## config.mk

```make
export PLATFORM = sky130hd
export DESIGN_NAME = wave_rom_arbiter
export DESIGN_NICKNAME = d
export VERILOG_FILES = /design/src/rtl/wave_rom_arbiter_pkg.sv /design/src/rtl/wave_rd_slot.sv /design/src/rtl/wave_rom_arbiter.sv
export SDC_FILE = /design/constraint.sdc
export NUM_CORES = 1
export LEC_CHECK = 0
export BUFFER_PORTS_ARGS = -buffer_cell sky130_fd_sc_hd__clkbuf_2
export CORE_MARGIN = 2
export CORE_UTILIZATION = 40
export CTS_CLUSTER_DIAMETER = 30
export DETAILED_ROUTE_END_ITERATION = 10
export PLACE_DENSITY_LB_ADDON = 0.15
export SLEW_MARGIN = 20
export SYNTH_ARGS = -nofsm -noshare
export SYNTH_HDL_FRONTEND = slang
export SYNTH_SLANG_ARGS = --single-unit
export TNS_END_PERCENT = 1
```

## constraint.sdc

```tcl
create_clock -name clk_i -period 2.6 [get_ports clk_i]
set_input_delay 0.26 -clock clk_i [delete_from_list [all_inputs] [get_ports clk_i]]
set_output_delay 0.26 -clock clk_i [all_outputs]
set_load 0.1 [all_outputs]
```

## src/rtl/wave_rom_arbiter_pkg.sv

```systemverilog
// Shared types and defaults for the wave ROM SDRAM-port arbiter.
package wave_rom_arbiter_pkg;
  localparam int AW_DEF      = 25;
  localparam int RW_DEF      = 20;
  localparam int TIMEOUT_DEF = 63;
  localparam int NUM_CH      = 2;

  typedef enum logic [1:0] {ST_IDLE, ST_WRITE, ST_READ} state_e;

  // Keeps the low w bits of v; the callers cast the result to the memory address width.
  function automatic logic [63:0] zext(input logic [63:0] v, input int unsigned w);
    return (w >= 64) ? v : (v & ((64'd1 << w) - 64'd1));
  endfunction
endpackage

```

## src/rtl/wave_rd_slot.sv

```systemverilog
// One sample-read channel: request capture, busy tracking and result register.
module wave_rd_slot
  import wave_rom_arbiter_pkg::*;
#(
  parameter int RW = RW_DEF
) (
  input  logic          clk_i,
  input  logic          reset_i,
  input  logic          req_i,
  input  logic [RW-1:0] addr_i,
  input  logic          done_i,
  input  logic [15:0]   done_data_i,
  output logic          pend_o,
  output logic [RW-1:0] addr_o,
  output logic          busy_o,
  output logic          valid_o,
  output logic [15:0]   data_o
);
  logic          pend_q, pend_d, valid_q, valid_d, take;
  logic [RW-1:0] addr_q, addr_d;
  logic [15:0]   data_q, data_d;

  // Busy covers the result-strobe cycle so a request arriving with valid is dropped.
  assign busy_o  = pend_q | valid_q;
  assign take    = req_i & ~busy_o;
  assign pend_o  = pend_q | take;
  assign addr_o  = take ? addr_i : addr_q;
  assign valid_o = valid_q;
  assign data_o  = data_q;

  always_comb begin
    pend_d  = pend_q;
    addr_d  = addr_q;
    data_d  = data_q;
    valid_d = done_i;
    if (done_i) begin
      pend_d = 1'b0;
      data_d = done_data_i;
    end else if (take) begin
      pend_d = 1'b1;
      addr_d = addr_i;
    end
  end

  always_ff @(posedge clk_i) begin
    if (reset_i) begin
      pend_q  <= 1'b0;
      valid_q <= 1'b0;
      addr_q  <= '0;
      data_q  <= '0;
    end else begin
      pend_q  <= pend_d;
      valid_q <= valid_d;
      addr_q  <= addr_d;
      data_q  <= data_d;
    end
  end
endmodule

```

## src/rtl/wave_rom_arbiter.sv

```systemverilog
// Serialises the ROM download writer and two sample readers onto one SDRAM port,
// one access in flight, with a watchdog on the controller acknowledge.
module wave_rom_arbiter
  import wave_rom_arbiter_pkg::*;
#(
  parameter int AW      = AW_DEF,
  parameter int RW      = RW_DEF,
  parameter int TIMEOUT = TIMEOUT_DEF
) (
  input  logic          clk_i,
  input  logic          reset_i,
  input  logic          dl_active_i,
  input  logic          dl_wr_i,
  input  logic [AW-1:0] dl_addr_i,
  input  logic [7:0]    dl_data_i,
  input  logic          rd0_req_i,
  input  logic [RW-1:0] rd0_addr_i,
  input  logic          rd1_req_i,
  input  logic [RW-1:0] rd1_addr_i,
  output logic [15:0]   rd0_data_o,
  output logic          rd0_valid_o,
  output logic          rd0_busy_o,
  output logic [15:0]   rd1_data_o,
  output logic          rd1_valid_o,
  output logic          rd1_busy_o,
  output logic [AW-1:0] mem_addr_o,
  output logic          mem_we_o,
  output logic          mem_rd_o,
  output logic [7:0]    mem_din_o,
  input  logic [15:0]   mem_dout_i,
  input  logic          mem_ack_i,
  output logic          dl_overflow_o,
  output logic          timeout_err_o
);
  localparam int CW = $clog2(TIMEOUT + 1);

  logic [NUM_CH-1:0]         rd_req, rd_pend, rd_done, rd_valid, rd_busy;
  logic [NUM_CH-1:0][RW-1:0] rd_addr_in, rd_addr;
  logic [NUM_CH-1:0][15:0]   rd_data;
  logic [15:0]               done_data;

  assign rd_req     = {rd1_req_i, rd0_req_i};
  assign rd_addr_in = {rd1_addr_i, rd0_addr_i};

  wave_rd_slot #(.RW(RW)) u_slot [NUM_CH-1:0] (
    .clk_i       (clk_i),
    .reset_i     (reset_i),
    .req_i       (rd_req),
    .addr_i      (rd_addr_in),
    .done_i      (rd_done),
    .done_data_i (done_data),
    .pend_o      (rd_pend),
    .addr_o      (rd_addr),
    .busy_o      (rd_busy),
    .valid_o     (rd_valid),
    .data_o      (rd_data)
  );

  assign {rd1_data_o, rd0_data_o}   = rd_data;
  assign {rd1_valid_o, rd0_valid_o} = rd_valid;
  assign {rd1_busy_o, rd0_busy_o}   = rd_busy;

  state_e        state_q, state_d;
  logic          wr_full_q, wr_full_d, last_q, last_d, cur_q, cur_d;
  logic [AW-1:0] wr_addr_q, wr_addr_d, mem_addr_q, mem_addr_d;
  logic [7:0]    wr_data_q, wr_data_d, mem_din_q, mem_din_d;
  logic [CW-1:0] cnt_q, cnt_d;
  logic          mem_we_q, mem_we_d, mem_rd_q, mem_rd_d, ovf_q, ovf_d, tmo_q, tmo_d;
  logic          expired, wr_free, dl_take, wr_cap, gnt_ch;

  always_comb begin
    expired    = (cnt_q == CW'(TIMEOUT - 1));
    // The slot may refill in the very cycle its write completes or is aborted.
    wr_free    = (state_q == ST_WRITE) && (mem_ack_i || expired);
    dl_take    = dl_wr_i && dl_active_i;
    wr_cap     = dl_take && (!wr_full_q || wr_free);
    wr_full_d  = wr_cap || (wr_full_q && !wr_free);
    wr_addr_d  = wr_cap ? dl_addr_i : wr_addr_q;
    wr_data_d  = wr_cap ? dl_data_i : wr_data_q;
    ovf_d      = ovf_q || (dl_take && !wr_cap);
    state_d    = state_q;
    last_d     = last_q;
    cur_d      = cur_q;
    cnt_d      = cnt_q;
    mem_addr_d = mem_addr_q;
    mem_din_d  = mem_din_q;
    mem_we_d   = 1'b0;
    mem_rd_d   = 1'b0;
    tmo_d      = tmo_q;
    rd_done    = '0;
    done_data  = mem_dout_i;
    gnt_ch     = (&rd_pend) ? ~last_q : rd_pend[1];
    case (state_q)
      ST_IDLE: begin
        if (wr_full_d) begin
          state_d    = ST_WRITE;
          mem_we_d   = 1'b1;
          mem_addr_d = wr_addr_d;
          mem_din_d  = wr_data_d;
          cnt_d      = '0;
        end else if (!dl_active_i && |rd_pend) begin
          state_d    = ST_READ;
          mem_rd_d   = 1'b1;
          mem_addr_d = AW'(zext(64'(rd_addr[gnt_ch]), RW));
          cur_d      = gnt_ch;
          last_d     = gnt_ch;
          cnt_d      = '0;
        end
      end
      ST_WRITE: begin
        if (wr_free) begin
          state_d = ST_IDLE;
          tmo_d   = tmo_q | !mem_ack_i;
        end else begin
          cnt_d = cnt_q + 1'b1;
        end
      end
      ST_READ: begin
        if (mem_ack_i || expired) begin
          rd_done[cur_q] = 1'b1;
          done_data      = mem_ack_i ? mem_dout_i : 16'h0000;
          tmo_d          = tmo_q | !mem_ack_i;
          state_d        = ST_IDLE;
        end else begin
          cnt_d = cnt_q + 1'b1;
        end
      end
      default: state_d = ST_IDLE;
    endcase
  end

  always_ff @(posedge clk_i) begin
    if (reset_i) begin
      state_q    <= ST_IDLE;
      wr_full_q  <= 1'b0;
      wr_addr_q  <= '0;
      wr_data_q  <= '0;
      last_q     <= 1'b1;
      cur_q      <= 1'b0;
      cnt_q      <= '0;
      mem_addr_q <= '0;
      mem_din_q  <= '0;
      mem_we_q   <= 1'b0;
      mem_rd_q   <= 1'b0;
      ovf_q      <= 1'b0;
      tmo_q      <= 1'b0;
    end else begin
      state_q    <= state_d;
      wr_full_q  <= wr_full_d;
      wr_addr_q  <= wr_addr_d;
      wr_data_q  <= wr_data_d;
      last_q     <= last_d;
      cur_q      <= cur_d;
      cnt_q      <= cnt_d;
      mem_addr_q <= mem_addr_d;
      mem_din_q  <= mem_din_d;
      mem_we_q   <= mem_we_d;
      mem_rd_q   <= mem_rd_d;
      ovf_q      <= ovf_d;
      tmo_q      <= tmo_d;
    end
  end

  assign mem_addr_o    = mem_addr_q;
  assign mem_din_o     = mem_din_q;
  assign mem_we_o      = mem_we_q;
  assign mem_rd_o      = mem_rd_q;
  assign dl_overflow_o = ovf_q;
  assign timeout_err_o = tmo_q;
endmodule
```

# After elaboration in Yosys (flattened, before gate mapping)

Index checks and enable logic that the tools add are counted.

Add/subtract/negate cells: 1
Reduce and logical (&&, ||, !) cells: 32
Order comparisons: 3
Eq/ne operators: 8
Bitwise gates (word level): 12
Multiplexer cells: 31

Operators by type and width:

| kind                  | number |
|---|---|
| $mux W20              | 4 |
| $mux W25              | 3 |
| $mux W16              | 3 |
| $mux W6               | 4 |
| $pmux W6 S3           | 1 |
| $mux W2               | 6 |
| $reduce_and A3 Y1     | 3 |
| $mux W8               | 1 |
| $ne A2 B2 Y1 const B  | 4 |
| $reduce_or A2 Y1      | 4 |
| $logic_and A1 B1 Y1   | 7 |
| $add A6 B1 Y6 const B | 1 |
| $eq A6 B6 Y1 const B  | 1 |
| $mux W1               | 6 |
| $pmux W2 S3           | 1 |
| $reduce_and A2 Y1     | 3 |
| $logic_not A1 Y1      | 5 |
| $not A1 Y1            | 5 |
| $or A1 B1 Y1          | 5 |
| $logic_or A1 B1 Y1    | 4 |
| $lt A1 B2 Y1 const B  | 2 |
| $reduce_and A4 Y1     | 1 |
| $reduce_bool A2 Y1    | 2 |
| $ne A3 B3 Y1 const B  | 1 |
| other kinds (9)       | 10 |

Word-level logic and storage cells: 108
Register bits after elaboration: 157
Bits of input ports: 96

# Longest topological paths before layout

Gate-level depths: netlist of run 1.

Depth after elaboration: 10
Depth in mapped cells: 10

# Cells and area by module

A second synthesis of run 1 with hierarchy kept.

Cell total of the unflattened synthesis: 807
Area total of the unflattened synthesis: 7603.5 µm²

Modules (own cells, without submodules):

| module           | instances | cells each | area each (µm²) | seq. area each (µm²) |
|---|---|---|---|---|
| wave_rom_arbiter | 1         | 469        | 3970.1          | 1621.6 |
| wave_rd_slot     | 2         | 169        | 1816.7          | 760.7 |

# Least setup slack after synthesis of run 1

OpenSTA, ideal clock, no wires.

Kind: flip-flop to flip-flop
Start: register u_slot[0].valid_q
End: register mem_addr_q[10], in the netlist mem_addr_o[10]
Data required time: 2.477 ns
Cell stages (with the launch flop): 7
Setup time: 0.123 ns
Path slack: 0.300 ns
Buffers on the path: 1
Period minus slack after synthesis: 2.300 ns
Data arrival time: 2.177 ns
Cells stage by stage: dfxtp_1 > nand2b_1 > a41oi_2 > o31a_2 > nand2_2 > buf_4 > o31ai_1

Word-level cells in the longest chain between the ends: 10

Ends and longest elaborated chain:

| item                                        | line                    | text |
|---|---|---|
| from (decl)                                 | wave_rd_slot.sv:19      | `logic pend_q, pend_d, valid_q, valid_d, take;` |
| from (signal assigned)                      | wave_rd_slot.sv:53      | `valid_q <= valid_d;` |
| $or A1 B1 Y1 (*)                            | wave_rd_slot.sv:24      | `assign busy_o = pend_q \| valid_q;` |
| $not A1 Y1 (*)                              | wave_rd_slot.sv:25      | `assign take = req_i & ~busy_o;` |
| $and A1 B1 Y1 (*)                           | wave_rd_slot.sv:25      |  |
| $or A1 B1 Y1                                | wave_rd_slot.sv:26      | `assign pend_o = pend_q \| take;` |
| $reduce_and A2 Y1                           | wave_rom_arbiter.sv:92  | `gnt_ch = (&rd_pend) ? ~last_q : rd_pend[1];` |
| $mux W1                                     | wave_rom_arbiter.sv:92  |  |
| $mux W20 (implied by the code) (2 in a row) | wave_rom_arbiter.sv:104 | `mem_addr_d = AW'(zext(64'(rd_addr[gnt_ch]), RW));` |
| $mux W25                                    | wave_rom_arbiter.sv:101 | `end else if (!dl_active_i && \|rd_pend) begin` |
| $mux W25                                    | wave_rom_arbiter.sv:95  | `if (wr_full_d) begin` |
| to (signal assigned)                        | wave_rom_arbiter.sv:155 | `mem_addr_q <= mem_addr_d;` |
| to (decl)                                   | wave_rom_arbiter.sv:65  | `logic [AW-1:0] wr_addr_q, wr_addr_d, mem_addr_q, mem_addr_d;` |

Every way passes the cells marked *; elsewhere a longest branch is shown, timed or not. The select of a mux whose other input is x is not followed.
A chain may end at the register's enable or synchronous reset.

# Worst setup path in the final report of run 1

Start: register cnt_q[0]
End: register u_slot[1].addr_q[12]

Word-level cells in the longest chain between the ends: 4

Ends and longest elaborated chain:

| item                   | line                    | text |
|---|---|---|
| from (decl)            | wave_rom_arbiter.sv:67  | `logic [CW-1:0] cnt_q, cnt_d;` |
| from (signal assigned) | wave_rom_arbiter.sv:154 | `cnt_q <= cnt_d;` |
| $eq A6 B6 Y1           | wave_rom_arbiter.sv:72  | `expired = (cnt_q == CW'(TIMEOUT - 1));` |
| $logic_or A1 B1 Y1     | wave_rom_arbiter.sv:119 | `if (mem_ack_i \|\| expired) begin` |
| $mux W2                | wave_rom_arbiter.sv:119 |  |
| $mux W2                | wave_rom_arbiter.sv:93  | `case (state_q)` |
| to (signal assigned)   | wave_rd_slot.sv:54      | `addr_q <= addr_d;` |
| to (decl)              | wave_rd_slot.sv:20      | `logic [RW-1:0] addr_q, addr_d;` |

No other way between the ends.

==> results of run 1 <==
[report_power, final]
part	internal, uW	total, uW	switching [uW]
Clock	1550	2560	1000
Sequential	2600	2720	114
Combinational	453	1840	1390
[metal layers]
layer  GRT usage, %  vias up
li1               -     2986
met2           32.1      204
met5              0        -
met3           5.59       17
met4           5.79        0
met1           29.7     2878
[path summary, 6_finish.rpt]
check                                   start                   end  depth (start not counted)  slack (ns)
worst max register to register       cnt_q[0]  u_slot[1].addr_q[12]                          7        0.31
worst min register to register   wr_addr_q[4]          wr_addr_q[4]                          2        0.45
worst min-delay path            dl_addr_i[14]         wr_addr_q[14]                          3        0.07
worst max-delay path                 cnt_q[0]  u_slot[1].addr_q[12]                          7        0.31
[worst min-delay path, cell delays in order]
cell and delay, ns:
sky130_fd_sc_hd__clkbuf_2 0.09, sky130_fd_sc_hd__nand2_1 0.05, sky130_fd_sc_hd__a21oi_1 0.05
[through the flow]
step	hold slack, ns	cells	power [uW]	cell area, um2	setup slack (ns)
CTS	0.0517	1113	7180	8360	0.252
global placement	0.435	1081	4570	7740	0.108
detailed placement	0.444	1081	4610	7740	0.266
floorplan	0.393	733	4170	6730	0.300
global route	0.0678	1113	7430	8370	0.186
finish	0.0683	1113	7120	8370	0.315
[final cells by class]
class                      count  area [um2]  share of cell area [%]
clock buffer                  22         494                    5.91
timing repair buffer         187         996                    11.9
tap                          220         275                    3.29
clock inverter                10         128                    1.53
inverter                      15        56.3                   0.673
multi-input combinational    502        3270                    39.1
sequential                   157        3140                    37.6
[state kept, by name, summed over array words and instances (netlist names)]
register	cells
u_slot.addr_q	40
u_slot.data_o	32
mem_addr_o	25
wr_addr_q	25
mem_din_o	8
wr_data_q	8
cnt_q	6
state_q	2
u_slot.pend_q	2
u_slot.valid_o	2
cur_q	1
dl_overflow_o	1
last_q	1
mem_rd_o	1
mem_we_o	1
timeout_err_o	1
wr_full_q	1
[Yosys cell counts (all sizes together) (14+ instances only)]
master	instances	area [um2]
a32o	32	320
a211oi	28	215
a21oi	51	259
o21ai	52	260
buf	24	145
clkbuf	35	131
nand2	91	344
inv	14	52.6
nor2	48	190
mux2i	48	480
dfxtp	157	3140
nand3	32	173
o31ai	18	135
or3	26	168
a22o	18	158
[logic make-up after synthesis]
logic type | synth area share, %
and+or+nand+nor | 15.0
adders and majority gates | 0.930
buffers and inverters | 4.95
AOI/OAI and AO/OA | 25.3
muxes | 7.14
DFF | 46.7
[repair_timing]
item / in CTS / in global routing
setup endpoints to repair: 0 / 1
endpoints found under the hold margin: 0 / 0
resized for setup: 0 / 1
==> implementation parameters, run 1 <==
Parameter                              Value

Yosys
  Mean cell area of the mapped netlist ... 9.18 um2
  Seq cells post-synth ... 157
  Post-synthesis net count ... 834
  Number of flops mapped to enable cells by yosys ... 0
  Synthesis Warnings ... 0
  Ys async rst share ... 0%
  Proportion of synthesized chip area in sequential cells ... 46.7%
  Post-Synthesis Cell Area ... 6730 um2
  Top flip-flop cell by instance count after synthesis ... sky130_fd_sc_hd__dfxtp_1
  Number of unique standard cell types used by synthesis ... 59
  Number of instances in the synthesized netlist ... 733

Placed design
  Weighted congestion reported at the end of routability-driven placement ... 0.843
  Detailed-placement wirelength estimate ... 13400 um
  Number of port buffers ... 168

CTS
  Post-CTS Repair Setup Buffers ... 0
  CTS HTree Levels ... 4
  Clock-pin slew reported for the worst setup and hold paths after clock tree synthesis ... 0.06 ns
  Number of clock sinks ... 157
  Number of clock buffers inserted by TritonCTS ... 17
  Post-CTS Hold Fix Bufs ... 0
  Root buffer cell ... sky130_fd_sc_hd__clkbuf_16
  Clock insertion delay at the later pin of the skew report ... 0.43 ns
  Longest Clk Path Bufs ... 2
  CTS tree ... yes

Floorplanning
  Placeable core region ... 16500 um2
  Number of ports placed on the die boundary ... 169
  Die boundary height ... 134 um
  Number of rows in the core area ... 47
  Overall die area ... 17900 um2
  Initial standard-cell utilization of the core ... 40.7%
  Horizontal die dimension ... 134 um

Hold path
  Worst hold-check path type ... in -> reg

Global routing
  Wire length of the first global-routing pass ... 30300 um
  Number of global-route vias before repair ... 5804
  GR Util All Layers ... 21.1%
  Pin count of the biggest net entering global routing ... 54
  Number of antenna violations at the first check in global routing ... 0
  Overflow left after global routing ... 0

Finish
  Number of diodes ... 0
  Share of layout cells above drive strength 1 ... 27.3%
  Filler instances ... 1552
  Area Growth Syn to Fin ... 24.4%
  Most common cell after layout, fill and taps aside ... sky130_fd_sc_hd__clkbuf_2
  Post-layout utilization of the core ... 50.6%
  Leading cell types in the layout, fill and taps excluded ... 167 x sky130_fd_sc_hd__clkbuf_2, 157 x sky130_fd_sc_hd__dfxtp_1, 89 x sky130_fd_sc_hd__nand2_1
  Nets ... 981

Routing
  Total detailed-routing wirelength ... 18900 um
  Via-per-instance ratio ... 5.47
  Detailed-routed wire length on met3 ... 1160 um
  DR vias ... 6085
  Top routing layer in use ... met4
  ANT nets after route ... 0
  Count of TritonRoute iterations in the first routing pass ... 5
  Violation count after the first detailed-routing iteration ... 457
  Met2 wirelength from detailed routing ... 8390 um
  Wl on met1 ... 9050 um
  DRC violations left ... 0
  DR WL/cell ... 16.9 um

Timing
  Final-report setup violation count ... 0
  Hold Violations, Final ... 0
  Largest clock skew in the final design ... 0.0136 ns
  Setup Total Neg Slack ... 0 ns
  Fin. max-slew vios ... 0
  F_max ... 0.438 GHz
  Worst-case headroom to the max-slew limit ... 42.6%
  Actual slew at the worst max-slew pin ... 0.860 ns
  Final worst path period share ... 87.9%
  Setup repair after global routing missed its margin ... false
  Final critical-path required period ... 2.29 ns

Power
  Max IR drop VDD ... 0.496 mV
  Static leakage ... 0.00350 uW
  Power density over cell area ... 851 nW/um2

Critical path
  Sort of element at the end of the critical path ... register
  Worst path max stage delay ... 0.70 ns
  Critical path start-end classification ... reg -> reg
  Crit-path slowest cell ... sky130_fd_sc_hd__o22ai_2
  Arrival time at the worst endpoint ... 2.64 ns
  Largest fanout on the critical path ... 18
  Family with the most delay on the worst path ... compound AO/OA/AOI/OAI gates
  CP startpoint kind ... register
  Data required time of the critical path ... 2.96 ns
  Crit-path cells ... inv_1 -> ha_1 -> and3_2 -> a21o_1 -> nand3_4 -> o22ai_2 -> a22o_1
  Crit path buf inv count ... 1

Job
  Number of max-capacitance violations reported ... 0

Outcome
  Outcome ... finished, final reports clean
(Power assumes the default switching activity.)
==> run 2, diff against run 1 <==
--- a/config.mk
+++ b/config.mk
@@ -14,5 +14,6 @@
 export SLEW_MARGIN = 20
 export SYNTH_ARGS = -nofsm -noshare
 export SYNTH_HDL_FRONTEND = slang
+export SYNTH_HIERARCHICAL = 1
 export SYNTH_SLANG_ARGS = --single-unit
 export TNS_END_PERCENT = 1
==> implementation parameters, run 2 <==
Parameter                              Value

Floorplanning
  Number of rows in the core area ... 50
  Initial standard-cell utilization of the core ... 40.6%
  Die boundary height ... 142 um
  Horizontal die dimension ... 142 um
  Placeable core region ... 18700 um2
  Overall die area ... 20100 um2
  Number of ports placed on the die boundary ... 169

Finish
  Post-layout utilization of the core ... 49.4%
  Nets ... 1057
  Filler instances ... 1840
  Flip-flop count of the largest register after layout ... 40
  Leading cell types in the layout, fill and taps excluded ... 167 x sky130_fd_sc_hd__clkbuf_2, 155 x sky130_fd_sc_hd__dfxtp_1, 98 x sky130_fd_sc_hd__mux2i_1
  Most common cell after layout, fill and taps aside ... sky130_fd_sc_hd__clkbuf_2
  Share of layout cells above drive strength 1 ... 29.8%
  Top register by number of flip-flops ... u_slot/addr_q
  Final instance area ... 9230 um2
  Area Growth Syn to Fin ... 21.4%

Timing
  Setup repair after global routing missed its margin ... false
  Final critical-path required period ... 2.21 ns
  Worst-case headroom to the max-slew limit ... 27.7%
  Post-Route Hold Slack ... 0.0738 ns
  Actual slew at the worst max-slew pin ... 1.08 ns
  Setup Total Neg Slack ... 0 ns
  Final worst path period share ... 84.9%
  F_max ... 0.453 GHz
  Largest clock skew in the final design ... 0.0102 ns
  Fin. max-slew vios ... 0
  Hold Violations, Final ... 0
  Final-report setup violation count ... 0

Yosys
  Number of flops mapped to enable cells by yosys ... 0
  Complex-gate fraction of the synthesized area ... 12.9%
  Share of the synthesized netlist area taken by xor and xnor gates ... 0%
  Number of unique standard cell types used by synthesis ... 51
  Ys async rst share ... 0%
  Post-synthesis adder-cell area fraction ... 0.823%
  Simple logic cell fraction of the synthesized area ... 21.3%
  Top cells by count, synth ... 157 x sky130_fd_sc_hd__dfxtp_1, 98 x sky130_fd_sc_hd__mux2i_1, 80 x sky130_fd_sc_hd__nand2b_1, 71 x sky130_fd_sc_hd__nand2_1, 69 x sky130_fd_sc_hd__nor2_1
  Cell type with the largest total area after synthesis ... sky130_fd_sc_hd__dfxtp_1
  Proportion of synthesized chip area in sequential cells ... 41.3%
  Mean cell area of the mapped netlist ... 9.42 um2
  Share of cell area taken by muxes after synthesis ... 18.8%
  Dominant combinational cell family by area after synthesis ... simple AND/OR/NAND/NOR gates
  Synthesis Warnings ... 6
  Biggest area contributors in the synthesized netlist ... sky130_fd_sc_hd__dfxtp_1 41%, sky130_fd_sc_hd__mux2i_1 13%, sky130_fd_sc_hd__nand2b_1 6.6%
  Seq cells post-synth ... 157
  Most frequent cell after synthesis ... sky130_fd_sc_hd__dfxtp_1
  Post-Synthesis Cell Area ... 7600 um2
  Post-synthesis net count ... 908
  Number of instances in the synthesized netlist ... 807
  Top flip-flop cell by instance count after synthesis ... sky130_fd_sc_hd__dfxtp_1
  Share of Yosys cell area claimed by the top area cell type ... 41.3%

Critical path
  Sort of element at the end of the critical path ... register
  Reg2Reg Setup Slack ... 0.39 ns
  Critical path start-end classification ... reg -> reg
  CP startpoint kind ... register
  Crit-path cells ... inv_1 -> ha_1 -> a21boi_2 -> o21ai_4 -> nor2_2 -> a221oi_1 -> o21ai_0
  Arrival time at the worst endpoint ... 2.54 ns
  Crit-path slowest cell ... sky130_fd_sc_hd__nor2_2
  Data required time of the critical path ... 2.93 ns
  Largest fanout on the critical path ... 19
  Worst path max stage delay ... 0.85 ns

Hold path
  Worst hold-check path type ... in -> reg

Power
  Relative contribution of sequential cells to total power ... 37.8%
  Max IR drop VDD ... 0.474 mV
  Combinational share of power ... 24.0%
  Static leakage ... 0.00383 uW
  Switching power ... 2310 uW
  Internal power of the cells ... 4750 uW
  Clock share of power ... 38.2%
  Switching part of the total power ... 32.7%
  Power density over cell area ... 764 nW/um2

Job
  Number of max-capacitance violations reported ... 0

CTS
  Number of gates resized after CTS ... 0
  Clock insertion delay at the later pin of the skew report ... 0.42 ns
  Post-CTS Repair Setup Buffers ... 0
  Clock-pin slew reported for the worst setup and hold paths after clock tree synthesis ... 0.06 ns
  CTS tree ... yes
  Post-CTS Hold Fix Bufs ... 0
  Number of clock buffers inserted by TritonCTS ... 17
  Number of clock sinks ... 157
  CTS HTree Levels ... 4
  Root buffer cell ... sky130_fd_sc_hd__clkbuf_16
  Longest Clk Path Bufs ... 2

Routing
  DRC violations left ... 0
  Via-per-instance ratio ... 5.05
  Count of TritonRoute iterations in the first routing pass ... 4
  Violation count after the first detailed-routing iteration ... 348
  Total detailed-routing wirelength ... 19300 um
  DR vias ... 6081
  ANT nets after route ... 0
  DR WL/cell ... 16.0 um

Global routing
  Met3 track demand over resource ... 4.89%
  GRT met2 Usage ... 33.5%
  Wire length of the first global-routing pass ... 30800 um
  GR Util All Layers ... 19.4%
  Overflow left after global routing ... 0
  Pin count of the biggest net entering global routing ... 130
  Number of antenna violations at the first check in global routing ... 0
  Number of global-route vias before repair ... 5931
  Most congested layer reported by global routing ... met2
  Met1 capacity usage during global routing ... 24.4%

Placed design
  Detailed-placement wirelength estimate ... 13400 um
  Number of port buffers ... 168
  Weighted congestion reported at the end of routability-driven placement ... 0.786
  Instance area at placement ... 8590 um2

Outcome
  Outcome ... finished, final reports clean
==> run 2: final timing paths <==
check | from | to | depth (start not counted)
min | dl_data_i[1] | wr_data_q[1] | 3
min reg2reg | wr_data_q[3] | wr_data_q[3] | 2
max | state_q[1] | mem_addr_o[0] | 7
max reg2reg | state_q[1] | mem_addr_o[0] | 7
==> run 2: layout make-up <==
cell class,count,area [um2],share of cell area (%)
repair buffers,187,1020,11.1
clock buffers,19,453,4.91
clock inverters,13,186,2.02
inverters,8,30.0,0.325
diodes,1,2.50,0.0271
flip-flops and latches,157,3150,34.1
well taps,234,293,3.17
multi-input cells,585,4100,44.4
==> run 2: power groups by stage <==
| stage | Sequential, uW | Combinational (uW) | Clock (uW) |
|---|---|---|---|
| 2_1_floorplan | 3240 | 806 | 0 |
| 3_3_place_gp | 2720 | 1710 | 0 |
| 3_5_place_dp | 2720 | 1710 | 0 |
| 4_1_cts | 2670 | 1710 | 2760 |
| 5_1_grt | 2690 | 1820 | 2860 |
| 6_report | 2670 | 1690 | 2690 |
==> run 2: logic make-up (layout without fill, tap and decap cells) <==
kind of cell	count (synthesis)	in the layout
AOI/OAI and AO/OA	143	143
adders and majority gates	5	5
buffers and inverters	65	227
DFF	157	157
muxes	138	138
other	0	1
and+or+nand+nor	299	299
==> run 2: layer usage <==
metal  vias to the layer above  share of wire, %
met5                         -                 0
met1                      2827                45
met3                         7               5.3
met4                         0              0.61
met2                       137                49
li1                       3110                 -
==> run 2: metrics by stage <==
step,power [uW],setup slack (ns),instances
after detailed placement,4440,0.404,1171
after floorplan,4050,0.274,807
final,7060,0.392,1204
after CTS,7150,0.382,1203
after global routing,7370,0.200,1203
after global placement,4430,0.444,1171
==> run 2: worst max-delay path, delay by kind of cell, from the launching register on <==
family,cells,cell delay (ns)
flip-flops,1,0.35
buffers and inverters,1,0.07
AND/OR/NAND/NOR,1,0.85
AO/OA/AOI/OAI,4,0.64
adder cells (fa/ha/maj),1,0.21
==> run 3, diff against run 2 <==
==> constraint.sdc (replaced) <==
create_clock -name clk_i -period 2.1 [get_ports clk_i]
set_input_delay 0.21 -clock clk_i [delete_from_list [all_inputs] [get_ports clk_i]]
set_output_delay 0.21 -clock clk_i [all_outputs]
set_load 0.1 [all_outputs]
==> implementation parameters, run 3 (synthesized netlist as in run 2, its figures left out) <==
Parameter                              Value

Outcome
  Outcome ... finished, final reports clean

Routing
  Total detailed-routing wirelength ... 19500 um
  Violation count after the first detailed-routing iteration ... 375
  Count of TritonRoute iterations in the first routing pass ... 4
  DR WL/cell ... 15.9 um
  ANT nets after route ... 0
  DRC violations left ... 0
  Via-per-instance ratio ... 5.04
  DR vias ... 6184

Timing
  Worst-case headroom to the max-slew limit ... 52.2%
  Setup repair after global routing missed its margin ... true
  F_max ... 0.497 GHz
  Fin. max-slew vios ... 0
  Largest clock skew in the final design ... 0.00908 ns
  Final critical-path required period ... 2.01 ns
  Final-report setup violation count ... 0
  Final worst path period share ... 95.8%
  Hold Violations, Final ... 0
  Setup Total Neg Slack ... 0 ns
  Actual slew at the worst max-slew pin ... 0.717 ns

Floorplanning
  Overall die area ... 20100 um2
  Number of rows in the core area ... 50
  Number of ports placed on the die boundary ... 169
  Die boundary height ... 142 um
  Horizontal die dimension ... 142 um
  Initial standard-cell utilization of the core ... 40.6%
  Placeable core region ... 18700 um2

Placed design
  Instance area at placement ... 8770 um2
  Weighted congestion reported at the end of routability-driven placement ... 0.811
  Number of port buffers ... 168
  Detailed-placement wirelength estimate ... 13200 um
  Number of placed cells counting well taps ... 1186

CTS
  Longest Clk Path Bufs ... 2
  Number of clock sinks ... 157
  Root buffer cell ... sky130_fd_sc_hd__clkbuf_16
  Clock insertion delay at the later pin of the skew report ... 0.42 ns
  Number of clock buffers inserted by TritonCTS ... 17
  CTS tree ... yes
  Clock-pin slew reported for the worst setup and hold paths after clock tree synthesis ... 0.06 ns
  CTS HTree Levels ... 4

Finish
  Most common cell after layout, fill and taps aside ... sky130_fd_sc_hd__clkbuf_2
  Number of cells in the finished layout apart from fillers ... 1227
  Leading cell types in the layout, fill and taps excluded ... 167 x sky130_fd_sc_hd__clkbuf_2, 153 x sky130_fd_sc_hd__dfxtp_1, 97 x sky130_fd_sc_hd__mux2i_1
  Final instance area ... 9510 um2
  Post-layout utilization of the core ... 50.8%
  Share of layout cells above drive strength 1 ... 31.7%
  Nets ... 1080
  Top register by number of flip-flops ... u_slot/addr_q
  Area Growth Syn to Fin ... 25.1%
  Flip-flop count of the largest register after layout ... 40

Power
  Final Power ... 8670 uW
  Power density over cell area ... 911 nW/um2
  Static leakage ... 0.00396 uW
  Max IR drop VDD ... 0.601 mV

Critical path
  Data required time of the critical path ... 2.40 ns
  Arrival time at the worst endpoint ... 2.31 ns
  Critical path start-end classification ... reg -> reg
  Sort of element at the end of the critical path ... register
  Largest fanout on the critical path ... 13
  CP startpoint kind ... register

Global routing
  Overflow left after global routing ... 0
  Number of antenna violations at the first check in global routing ... 1
  Number of global-route vias before repair ... 5872
  GR Util All Layers ... 19.2%
  Wire length of the first global-routing pass ... 30400 um
  Pin count of the biggest net entering global routing ... 170

Hold path
  Worst hold-check path type ... in -> reg

Job
  Number of max-capacitance violations reported ... 0
run 3: power by group:
part	switching [uW]	internal [uW]	total, uW
combinational	1490	730	2220
sequential	123	3180	3300
clock	1340	1810	3140
total	2950	5720	8670
run 3: per-layer routing:
layer / part of all wire [%] / global-route usage [%] / up-vias
li1: - / - / 3160
met1: 45 / 23.7 / 2869
met2: 49 / 32.8 / 136
met3: 4.9 / 4.79 / 19
met4: 1.7 / 6.58 / 0
met5: 0 / 0 / -
run 3: worst max-delay path, cell delays in order (launching register included):
cell and delay (ns):
sky130_fd_sc_hd__dfxtp_4 0.37, sky130_fd_sc_hd__nor3b_4 0.24, sky130_fd_sc_hd__or2_2 0.19, sky130_fd_sc_hd__a21boi_4 0.22, sky130_fd_sc_hd__buf_12 0.16, sky130_fd_sc_hd__buf_12 0.16, sky130_fd_sc_hd__mux2i_1 0.26, sky130_fd_sc_hd__nor2_1 0.07
sky130_fd_sc_hd__a21oi_1 0.12, sky130_fd_sc_hd__o21ai_0 0.09
run 3: final timing paths:
check                           cells past startpoint              start            end  slack (ns)
worst max-delay path                                9  u_slot[1]/valid_o  mem_addr_o[4]        0.09
worst min-delay path                                3      dl_addr_i[12]  wr_addr_q[12]        0.02
worst max register to register                      9  u_slot[1]/valid_o  mem_addr_o[4]        0.09
worst min register to register                      2       wr_data_q[0]   wr_data_q[0]        0.45
run 3: layout make-up:
cell class                      count  area (um2)
Tap cell                          234         293
Sequential cell                   157        3150
Timing Repair Buffer              210        1310
Inverter                            8        30.0
Antenna cell                        1        2.50
Multi-Input combinational cell    585        4120
Fill cell                        1791        9200
Clock buffer                       18         439
Clock inverter                     14         156
run 3: timing repair:
item	CTS	global route
pin swaps	0	4
endpoints found under the setup margin	10	79
hold buffers	4	0
gates cloned	0	2
endpoints found under the hold margin	4	0
resized for setup	1	9
buffers inserted	0	2
run 3: through the flow:
step / hold slack (ns) / setup slack, ns
floorplan: 0.346 / -0.00541
finish: 0.0171 / 0.0876
CTS: 0.00661 / 0.00799
global route: 0.00967 / -0.0345
detailed placement: 0.446 / -0.0447
global placement: 0.440 / -0.0235
